<file path="src/rtl/instr_fetch.sv">
// Fetch stage: owns the PC, issues one outstanding imem request at a time and
// registers instructions for decode. Optional perf counters under FETCH_PERF_EN.
module instr_fetch #(
  parameter int unsigned            INST_SIZE  = 32,
  parameter int unsigned            ADDR_SIZE  = 32,
  parameter logic [ADDR_SIZE-1:0]   RESET_ADDR = '0
) (
  input  logic                 i_aclk,
  input  logic                 i_areset_n,
  input  logic                 i_stall,
  input  logic                 i_branch_valid,
  input  logic [ADDR_SIZE-1:0] i_branch_addr,
  output logic                 o_imem_req,
  output logic [ADDR_SIZE-1:0] o_imem_addr,
  input  logic                 i_imem_ack,
  input  logic [INST_SIZE-1:0] i_imem_rdata,
`ifdef FETCH_PERF_EN
  output logic [31:0]          o_fetch_cnt,
  output logic [31:0]          o_squash_cnt,
`endif
  output logic [INST_SIZE-1:0] o_instruction,
  output logic [INST_SIZE-1:0] o_pcplus4,
  output logic                 o_en
);

  localparam logic [INST_SIZE-1:0] NoopCode = INST_SIZE'(32'h0000_0013);

  typedef enum logic [1:0] {StIdle, StFetch, StFlush, StHold} state_e;

  state_e                 state_q, state_d;
  logic [ADDR_SIZE-1:0]   pc_q, pc_d;
  logic [ADDR_SIZE-1:0]   req_addr_q, req_addr_d;
  logic                   en_q, en_d;
  logic [INST_SIZE-1:0]   instr_q, instr_d;
  logic [INST_SIZE-1:0]   pc4_q, pc4_d;
  logic [INST_SIZE-1:0]   buf_q, buf_d;
  logic [INST_SIZE-1:0]   hold_pc4_q, hold_pc4_d;
  logic                   squash;
  logic [ADDR_SIZE-1:0]   target;
  logic [ADDR_SIZE-1:0]   req_plus4;
  logic [1:0]             unused_branch_lo;

  assign target           = {i_branch_addr[ADDR_SIZE-1:2], 2'b00};
  assign unused_branch_lo = i_branch_addr[1:0];
  assign req_plus4        = req_addr_q + ADDR_SIZE'(4);

  assign o_imem_req    = (state_q == StFetch) || (state_q == StFlush);
  assign o_imem_addr   = req_addr_q;
  assign o_instruction = instr_q;
  assign o_pcplus4     = pc4_q;
  assign o_en          = en_q;

  always_comb begin
    state_d    = state_q;
    pc_d       = pc_q;
    req_addr_d = req_addr_q;
    en_d       = 1'b0;
    instr_d    = instr_q;
    pc4_d      = pc4_q;
    buf_d      = buf_q;
    hold_pc4_d = hold_pc4_q;
    squash     = 1'b0;
    unique case (state_q)
      StIdle: begin
        state_d = StFetch;
        if (i_branch_valid) begin
          pc_d       = target;
          req_addr_d = target;
        end
      end
      StFetch: begin
        if (i_branch_valid) begin
          pc_d = target;
          if (i_imem_ack) begin
            req_addr_d = target;
            squash     = 1'b1;
          end else begin
            // Request address must stay stable until the ack, so park the target.
            state_d = StFlush;
          end
        end else if (i_imem_ack) begin
          req_addr_d = req_plus4;
          pc_d       = req_plus4;
          if (i_stall) begin
            buf_d      = i_imem_rdata;
            hold_pc4_d = INST_SIZE'(req_plus4);
            state_d    = StHold;
          end else begin
            instr_d = i_imem_rdata;
            pc4_d   = INST_SIZE'(req_plus4);
            en_d    = 1'b1;
          end
        end
      end
      StFlush: begin
        if (i_branch_valid) begin
          pc_d = target;
        end
        if (i_imem_ack) begin
          squash     = 1'b1;
          req_addr_d = i_branch_valid ? target : pc_q;
          pc_d       = req_addr_d;
          state_d    = StFetch;
        end
      end
      StHold: begin
        if (i_branch_valid) begin
          squash     = 1'b1;
          req_addr_d = target;
          pc_d       = target;
          state_d    = StFetch;
        end else if (!i_stall) begin
          instr_d = buf_q;
          pc4_d   = hold_pc4_q;
          en_d    = 1'b1;
          state_d = StFetch;
        end
      end
      default: state_d = StIdle;
    endcase
  end

  always_ff @(posedge i_aclk or negedge i_areset_n) begin
    if (!i_areset_n) begin
      state_q    <= StIdle;
      pc_q       <= RESET_ADDR;
      req_addr_q <= RESET_ADDR;
      en_q       <= 1'b0;
      instr_q    <= NoopCode;
      pc4_q      <= '0;
      buf_q      <= NoopCode;
      hold_pc4_q <= '0;
    end else begin
      state_q    <= state_d;
      pc_q       <= pc_d;
      req_addr_q <= req_addr_d;
      en_q       <= en_d;
      instr_q    <= instr_d;
      pc4_q      <= pc4_d;
      buf_q      <= buf_d;
      hold_pc4_q <= hold_pc4_d;
    end
  end

`ifdef FETCH_PERF_EN
  logic [31:0] fetch_cnt_q, squash_cnt_q;

  always_ff @(posedge i_aclk or negedge i_areset_n) begin
    if (!i_areset_n) begin
      fetch_cnt_q  <= '0;
      squash_cnt_q <= '0;
    end else begin
      if (en_d && (fetch_cnt_q != '1)) begin
        fetch_cnt_q <= fetch_cnt_q + 32'd1;
      end
      if (squash && (squash_cnt_q != '1)) begin
        squash_cnt_q <= squash_cnt_q + 32'd1;
      end
    end
  end

  assign o_fetch_cnt  = fetch_cnt_q;
  assign o_squash_cnt = squash_cnt_q;
`else
  logic unused_squash;
  assign unused_squash = squash;
`endif

endmodule

</file>
<file path="config.mk">
export PLATFORM = sky130hd
export DESIGN_NAME = instr_fetch
export DESIGN_NICKNAME = d
export VERILOG_FILES = /design/src/rtl/instr_fetch.sv
export SDC_FILE = /design/constraint.sdc
export NUM_CORES = 1
export LEC_CHECK = 0
export BUFFER_PORTS_ARGS = -buffer_cell sky130_fd_sc_hd__buf_4
export CORE_ASPECT_RATIO = 1.75
export CORE_MARGIN = 8
export CORE_UTILIZATION = 50
export DETAILED_ROUTE_END_ITERATION = 8
export MAX_ROUTING_LAYER = met4
export PLACE_DENSITY = 0.82
export SLEW_MARGIN = 20
export SYNTH_ARGS = -nofsm -noshare
export SYNTH_HDL_FRONTEND = slang
export SYNTH_SLANG_ARGS = --single-unit
</file>
<file path="constraint.sdc">
create_clock -name i_aclk -period 2 [get_ports i_aclk]
set_input_delay 0.2 -clock i_aclk [delete_from_list [all_inputs] [get_ports i_aclk]]
set_output_delay 0.2 -clock i_aclk [all_outputs]
set_load 0.03 [all_outputs]
</file>
# Word-level counts from Yosys, hierarchy flattened
# Cells that the tools add are included.
[op_classes]
addsub = 1
eq_ne = 14
muxes = 34
bitwise = 1
reduce_logical = 9
[ops]
columns = ["operator", "n"]
rows = [
  ["2-to-1 mux 32 bit", 17],
  ["one-hot mux 32 bit (2 select lines)", 3],
  ["one-hot mux 32 bit (3 select lines)", 1],
  ["adder 32 x 3 -> 32 bit, second input constant", 1],
  ["2-to-1 mux 2 bit", 7],
  ["inequality test 2 bit, second input constant", 6],
  ["inequality test 3 bit, second input constant", 4],
  ["one-hot mux 2 bit (4 select lines)", 1],
  ["AND reduction 6 bit", 1],
  ["AND reduction 5 bit", 1],
  ["== test 2 bit, second input constant", 2],
  ["2-to-1 mux 1 bit", 4],
  ["AND reduction 4 bit", 1],
  ["AND reduction 3 bit", 1],
  ["OR reduction 3 bit", 1],
  ["== test 2 x 1 -> 1 bit, second input constant", 1],
  ["logical NOT 2 bit", 1],
  ["inequality test 2 x 1 -> 1 bit, second input constant", 1],
  ["one-hot mux 1 bit (2 select lines)", 1],
  ["nonzero test 2 bit", 1],
  ["OR reduction 2 bit", 1],
  ["logical OR 1 bit", 1],
  ["inverter 1 bit", 1],
]
[word_totals]
regBits = 195
in_bits = 69
out_inout_bits = 98
word_cells = 67

# Logic depth before layout (Yosys ltp)
# Gate-level depths: netlist (run 1).
[depth]
word_depth = 5
ltp_mapped = 9
depth_no_buf = 7

# Worst setup path after synthesis (run 1)
# Ideal clock, no wire load.
[synth_timing]
path_kind = "register to register"
from = "register req_addr_q[3] (netlist: o_imem_addr[3])"
to = "register pc4_q[22] (netlist: o_pcplus4[22])"
setup_time_ns = 0.069
arrival_time_ns = 1.990
path_slack_ns = -0.059
stages_incl_launch_ff = 7
n_path_buf = 0
synth_period_minus_slack_ns = 2.059
path_cell_list = "dfrtp_1 ha_1 nand2_1 nor2_1 nand4_4 or4_1 nand3_1"
[synth_via]
elab_chain_len = 5
[synth_lines]
columns = ["item", "line_no", "rtl"]
rows = [
  ["from (decl)", "32", "logic [ADDR_SIZE-1:0] req_addr_q, req_addr_d;"],
  ["from (signal assigned)", "136", "req_addr_q <= req_addr_d;"],
  ["adder 32 x 3 -> 32 bit", "45", "assign req_plus4 = req_addr_q + ADDR_SIZE'(4);"],
  ["2-to-1 mux 32 bit", "84", "if (i_stall) begin"],
  ["2-to-1 mux 32 bit", "81", "end else if (i_imem_ack) begin"],
  ["2-to-1 mux 32 bit", "72", "if (i_branch_valid) begin"],
  ["one-hot mux 32 bit (2 select lines)", "63", "unique case (state_q)"],
  ["to (signal assigned)", "139", "pc4_q <= pc4_d;"],
  ["to (decl)", "35", "logic [INST_SIZE-1:0] pc4_q, pc4_d;"],
]
# Every way passes these cells. The select of a mux whose other input is x is not followed.
# A chain may end at the register's enable or synchronous reset.

# Worst setup path after layout (run 1)
[layout_timing]
from = "register req_addr_q[2] (netlist: o_imem_addr[2])"
to = "register pc4_q[21] (netlist: o_pcplus4[21])"
# Same word-level chain as after synthesis.

==> results of run 1 <==
-- area by class of cell --
| class | count | share of cell area, % |
|---|---|---|
| clock buffer | 18 | 3.48 |
| tap | 241 | 2.39 |
| antenna | 1 | 0.0198 |
| multi-input combinational | 677 | 35.0 |
| inverter | 19 | 0.565 |
| clock inverter | 13 | 1.18 |
| timing repair buffer | 281 | 18.6 |
| sequential | 195 | 38.8 |
-- cells by family after synthesis --
family	count (synthesis)	synth area share, %
and+or+nand+nor	284	14.6
buffers and inverters	94	4.73
adders and majority gates	4	0.521
xor gates and xnor gates	26	2.37
AOI/OAI and AO/OA	279	17.7
DFF	195	50.9
muxes	84	9.28
-- worst reg2reg max path: cells and delay by family (launching register included) --
family / cells / cell delay (ns)
AND/OR/NAND/NOR: 3 / 1.23
flip-flops: 1 / 0.43
AO/OA/AOI/OAI: 1 / 0.21
-- layer usage --
metal  vias to the layer above  track usage, %
li1                       3920               -
met1                      4207            26.0
met2                       388            40.8
met3                        90            4.33
met4                         0            14.2
met5                         -               -
-- cells in the mapped netlist (all sizes together) (6+ instances only) --
library cell  instances  area share (%)
mux2i                43             4.5
nand2               133             5.2
o221ai                9            0.82
a22oi                16             1.3
clkbuf               54             2.6
xor2                  9            0.82
mux2                 41             4.8
inv                  19            0.74
nand4                15             1.1
o21ai               130             6.8
xnor2                17             1.5
nor2                 38             1.5
nand3                23             1.3
and3                 28             1.9
nor3                 13            0.73
dfrtp               189              49
o22ai                 9            0.65
dfstp                 6             1.6
a31oi                10            0.65
a21oi                51             2.7
buf                  21             1.4
-- power breakdown --
part,internal (mW),switching (mW)
combinational,4.08,5.84
clock,1.89,1.56
sequential,5.53,1.01
total,11.5,8.41
-- state kept, by name (all words and copies together), names as in the netlist --
| signal | cells |
|---|---|
| o_imem_addr | 32 |
| o_instruction | 32 |
| o_en | 1 |
| state_q | 2 |
| o_pcplus4 | 32 |
| hold_pc4_q | 32 |
| buf_q | 32 |
| pc_q | 32 |
-- metrics by stage --
step,util [%],hold slack [ns]
after floorplan,-,-0.0956
after detailed placement,61.0,0.157
final,66.3,0.0128
after CTS,65.6,0.000194
after global routing,66.3,0.00216
after global placement,61.0,0.156
-- worst min-delay path by stage --
stage,cells past startpoint,start,to,slack (ns)
after floorplan,0,i_areset_n,buf_q[10],-0.1
after detailed placement,1,i_areset_n,o_imem_addr[7],0.16
after global placement,1,i_areset_n,pc_q[8],0.16
after CTS,2,i_imem_rdata[21],buf_q[21],0.0002
final,3,i_branch_addr[6],pc_q[6],0.01
after global routing,2,i_imem_rdata[15],buf_q[15],0.002
-- what timing repair did --
| item | in CTS | in global routing |
|---|---|---|
| pin swaps | 0 | 4 |
| setup buffers | 0 | 3 |
| resized for setup | 8 | 23 |
| endpoints found under the setup margin | 107 | 95 |
| hold buffers | 26 | 1 |
| endpoints found under the hold margin | 63 | 1 |
==> results_dict.tcl, run 1 <==
set metrics [dict create \
    status "finished, final reports clean" \
    cts_tree "yes" \
    crit_path_time_final_ns 1.96 \
    hp-class "input port to flop" \
    maxCapViolCount 0 \
    critical_path.reg2reg.startpoint "o_imem_addr[2]" \
    count_of_cell_types_in_the_netlist 69 \
    initial_util_pct 50.5 \
    global_route.overflow_total 0 \
    mostFrequentLayoutCell "sky130_fd_sc_hd__buf_4" \
    worst_setup_path_endpoint "o_pcplus4[21]" \
    cp_num_cells 4 \
    placedInstanceArea_mm2 0.0116 \
    r2r_end "o_pcplus4[21]" \
    post-layout-total-power_mw 19.9 \
    cts-buffers-inserted 17 \
    finalSetupViolCount 0 \
    cpMaxStageDelayCell "sky130_fd_sc_hd__or4_1" \
    detail_route.vias_per_cell 5.96 \
    synth-edff-count 0 \
    grt_antenna_before_repair 1 \
    design.final.nets 1264 \
    crit_chain "nand3_1, or2_2, or4_1, a31oi_1" \
    power.ir.vdd_worst_mv 0.853 \
    wl_met2_um 14900 \
    clockBufferDepth 2 \
    final_antenna_net_count 0 \
    cts_root_buffer "sky130_fd_sc_hd__clkbuf_16" \
    drc 0 \
    final_area_mm2 0.0126 \
    number_of_instances_in_the_synthesized_netlist 966 \
    detailed_place_hpwl_um 20100 \
    place_worst_setup_slack_ns -0.157 \
    grt_setup_unrepaired "true" \
    drive_gt1_share_pct 31.3 \
    timing.critical_path.arrival_ns 2.30 \
    drt_first_pass_iters 6 \
    synth_async_sr_flop_share_pct 100 \
    via_count 8605 \
    multiInputGateArea_mm2 0.00441 \
    buffer_ports.inserted 164 \
    worst_path_dominant_cell_family "simple AND/OR/NAND/NOR gates" \
    layout_common_cells "sky130_fd_sc_hd__buf_4 (238), sky130_fd_sc_hd__dfrtp_1 (187), sky130_fd_sc_hd__nand2_1 (132)" \
    wire_length_of_the_first_global_routing_pass_um 44500 \
    met1_length_um 10400 \
    ff_to_ff_path_depth 4 \
    instances_no_fill 1445 \
    largest_net_degree_at_the_start_of_global_routing 71 \
    detailedRoute.firstIterationViolations 982 \
    clock_skew_ns 0.0172 \
    critPathMaxStageDelay_ns 0.57 \
    maxClockFrequency_ghz 0.511 \
    fp.dieW_um 121 \
    synth_area_mm2 0.00961 \
    layout_stage_area_growth_over_the_synthesis_result_pct 31.3 \
    layout_worst_path_cycle_share_pct 97.9 \
    final_critical_path_setup_slack_ns 0.0417 \
    final_max_slew_viol_count 0 \
    nFillCells 1495 \
    worstPathRequired_ns 2.35 \
    syn-num-nets 1039 \
    regToRegSetupSlack_ns 0.04 \
    final-seq-area_mm2 0.00489 \
    cp_max_fo 5 \
    routabilityCongestion 0.945 \
    clkSlewWorstSetupHoldPaths_ns 0.07 \
    ys_dominant_reg_cell "sky130_fd_sc_hd__dfrtp_1" \
    cp.buffers_inverters 0 \
    placed_cells 1383 \
    critical_path_class "flop to flop" \
    timing.critical_path.from "o_imem_addr[2]" \
    tightest_slew_ns 0.568 \
    fin_tns_setup_ns 0 \
    seq_area_frac_synth_pct 50.9 \
    core_area_mm2 0.0190 \
    floorplan.die_area_mm2 0.0241 \
    endpoint_kind "flop" \
    clock_latency_on_the_worst_skew_pair_ns 0.44 \
    max_slew_margin_pct 62.1 \
    fin_hold_viols 0 \
    routedWlPerCell_um 19.6 \
    syn-mean-instance-area_um2 9.95 \
    die_y_um 199 \
    clock_sinks 195 \
    design.portCount 167 \
    cp-start-kind "flop" \
    grt_pass1_vias 8635 \
    yosysWarningCount 0 \
    core.rowCount 67 \
    highest_layer "met4" \
    power_density_mw_per_mm2 1580 \
    grt_use_total_pct 24.1 \
    ffs_latches_synth 195 \
    wl_met3_um 1810 \
    drt_wl_total_um 28400 \
    leakagePower_nw 5.88 \
    clock_tree.htree_level_count 4 \
]
(Power assumes the default switching activity.)
==> run 2, diff against run 1 <==
--- a/config.mk
+++ b/config.mk
@@ -6,7 +6,6 @@
 export NUM_CORES = 1
 export LEC_CHECK = 0
 export BUFFER_PORTS_ARGS = -buffer_cell sky130_fd_sc_hd__buf_4
-export CORE_ASPECT_RATIO = 1.75
 export CORE_MARGIN = 8
 export CORE_UTILIZATION = 50
 export DETAILED_ROUTE_END_ITERATION = 8
==> run 2 against run 1 <==
Compared with the run above: worst hold slack gained 0.0060 ns; fmax increased by 1.6%; final area grew 1.6%; highest routed layer unchanged; largest power group unchanged; critical endpoint is now o_pcplus4[13]; non-clock buffer count grew 23.
==> results_dict.tcl, run 2 (synthesis gave the netlist of run 1 again) <==
set metrics [dict create \
    global_route.overflow_total 0 \
    worst_path_dominant_cell_family "XOR/XNOR gates" \
    initial_util_pct 51.2 \
    worstPathRequired_ns 2.27 \
    critPathMaxStageDelay_ns 0.47 \
    final_area_mm2 0.0128 \
    worstHoldEndpoint "buf_q[12]" \
    drt_wl_total_um 28100 \
    hp-class "input port to flop" \
    detailedRoute.firstIterationViolations 760 \
    clock_tree.htree_level_count 4 \
    mostFrequentLayoutCell "sky130_fd_sc_hd__buf_4" \
    layout_common_cells "sky130_fd_sc_hd__buf_4 (248), sky130_fd_sc_hd__dfrtp_1 (188), sky130_fd_sc_hd__nand2_1 (133)" \
    grt_antenna_before_repair 0 \
    critical_path_class "flop to flop" \
    layout_stage_area_growth_over_the_synthesis_result_pct 33.4 \
    maxClockFrequency_ghz 0.519 \
    endpoint_kind "flop" \
    cp_max_fo 5 \
    finish.utilization_pct 68.3 \
    largest_net_degree_at_the_start_of_global_routing 87 \
    antenna-diode-count 0 \
    routedWlPerCell_um 19.2 \
    hold_sp "i_imem_rdata[12]" \
    clock_latency_on_the_worst_skew_pair_ns 0.44 \
    grt_use_total_pct 24.2 \
    wire_length_of_the_first_global_routing_pass_um 45500 \
    cts_root_buffer "sky130_fd_sc_hd__clkbuf_16" \
    crit_path_time_final_ns 1.93 \
    detail_route.vias_per_cell 5.98 \
    layout_worst_path_cycle_share_pct 96.4 \
    final_antenna_net_count 0 \
    leakagePower_nw 6.00 \
    cts_tree "yes" \
    r2r_end "o_pcplus4[13]" \
    clock_sinks 195 \
    clock_skew_ns 0.0175 \
    power_density_mw_per_mm2 1560 \
    via_count 8743 \
    core.rowCount 50 \
    grt_setup_unrepaired "true" \
    die_y_um 155 \
    regToRegSetupSlack_ns 0.07 \
    max_slew_margin_pct 60.6 \
    clockBufferDepth 2 \
    core_area_mm2 0.0188 \
    drive_gt1_share_pct 31.4 \
    critPathMostFrequentCell "sky130_fd_sc_hd__buf_4" \
    design.final.nets 1287 \
    detailed_place_hpwl_um 19600 \
    final_max_slew_viol_count 0 \
    tightest_slew_ns 0.587 \
    cpMaxStageDelayCell "sky130_fd_sc_hd__xnor2_1" \
    crit_chain "buf_4, and4_4, buf_4, nand3_1, nor3_1, xnor2_1, o21ai_0" \
    drc 0 \
    power.ir.vdd_worst_mv 1.22 \
    fp.dieW_um 155 \
    drt_first_pass_iters 6 \
    timing.critical_path.arrival_ns 2.20 \
    finalSetupViolCount 0 \
    critical_path.reg2reg.startpoint "o_imem_addr[6]" \
    buffer_ports.inserted 164 \
    place_worst_setup_slack_ns -0.0739 \
    final_critical_path_setup_slack_ns 0.0718 \
    routabilityCongestion 0.938 \
    placedInstanceArea_mm2 0.0117 \
    floorplan.die_area_mm2 0.0239 \
    fin_hold_viols 0 \
    cp.buffers_inverters 2 \
    design.portCount 167 \
    grt_pass1_vias 8762 \
    maxCapViolCount 0 \
    clkSlewWorstSetupHoldPaths_ns 0.08 \
    cts-buffers-inserted 17 \
    post-layout-total-power_mw 20.0 \
    ff_to_ff_path_depth 7 \
    holdPathStages 2 \
    status "finished, final reports clean" \
    cp-start-kind "flop" \
]
[run 2: power breakdown]
part	internal (mW)	switching, mW	total [mW]
sequential	5.53	1.00	6.53
combinational	4.22	5.90	10.1
clock	1.75	1.60	3.35
total	11.5	8.49	20.0
[run 2: layer usage]
metal	routed length, um	part of all wire [%]	track usage, %
met5	0	0	-
met4	682	2.4	8.68
met3	2350	8.4	4.82
met2	13100	47	38.0
met1	12000	43	30.8
[run 2: how the worst max path moves through the flow]
| stage | startpoint | endpoint | slack (ns) | cells after the start |
|---|---|---|---|---|
| after detailed placement | state_q[1] | o_imem_addr[10] | -0.07 | 8 |
| final | o_imem_addr[6] | o_pcplus4[13] | 0.07 | 7 |
| after floorplan | o_imem_addr[2] | o_pcplus4[21] | 0.009 | 5 |
| after CTS | o_imem_addr[3] | pc_q[30] | 0.02 | 7 |
| after global placement | o_imem_addr[3] | o_pcplus4[26] | 0.08 | 8 |
| after global routing | o_imem_addr[6] | o_pcplus4[26] | -0.01 | 8 |
[run 2: area by class of cell]
cell class	instances	area (um2)
fillers	1407	5950
flip-flops and latches	195	4890
inverters	19	71.3
well taps	234	293
clock buffers	17	425
repair buffers	304	2570
clock inverters	15	139
multi-input cells	677	4430
[run 2: stage by stage]
step	TNS, ns	std cells	hold slack, ns
floorplan	0	966	-0.0956
global placement	0	1387	0.231
detailed placement	-0.150	1387	0.222
CTS	0	1458	0.0000862
global route	-0.0359	1461	0.00272
finish	0	1461	0.0188
[run 2: repair_timing]
item                                    4_1_cts  5_1_grt
pin swaps                                     0        1
setup buffers                                 0        3
endpoints found under the setup margin        6       46
hold buffers                                 39        0
resized for setup                             3       22
hold endpoints to repair                     88        0
cloned                                        0        0
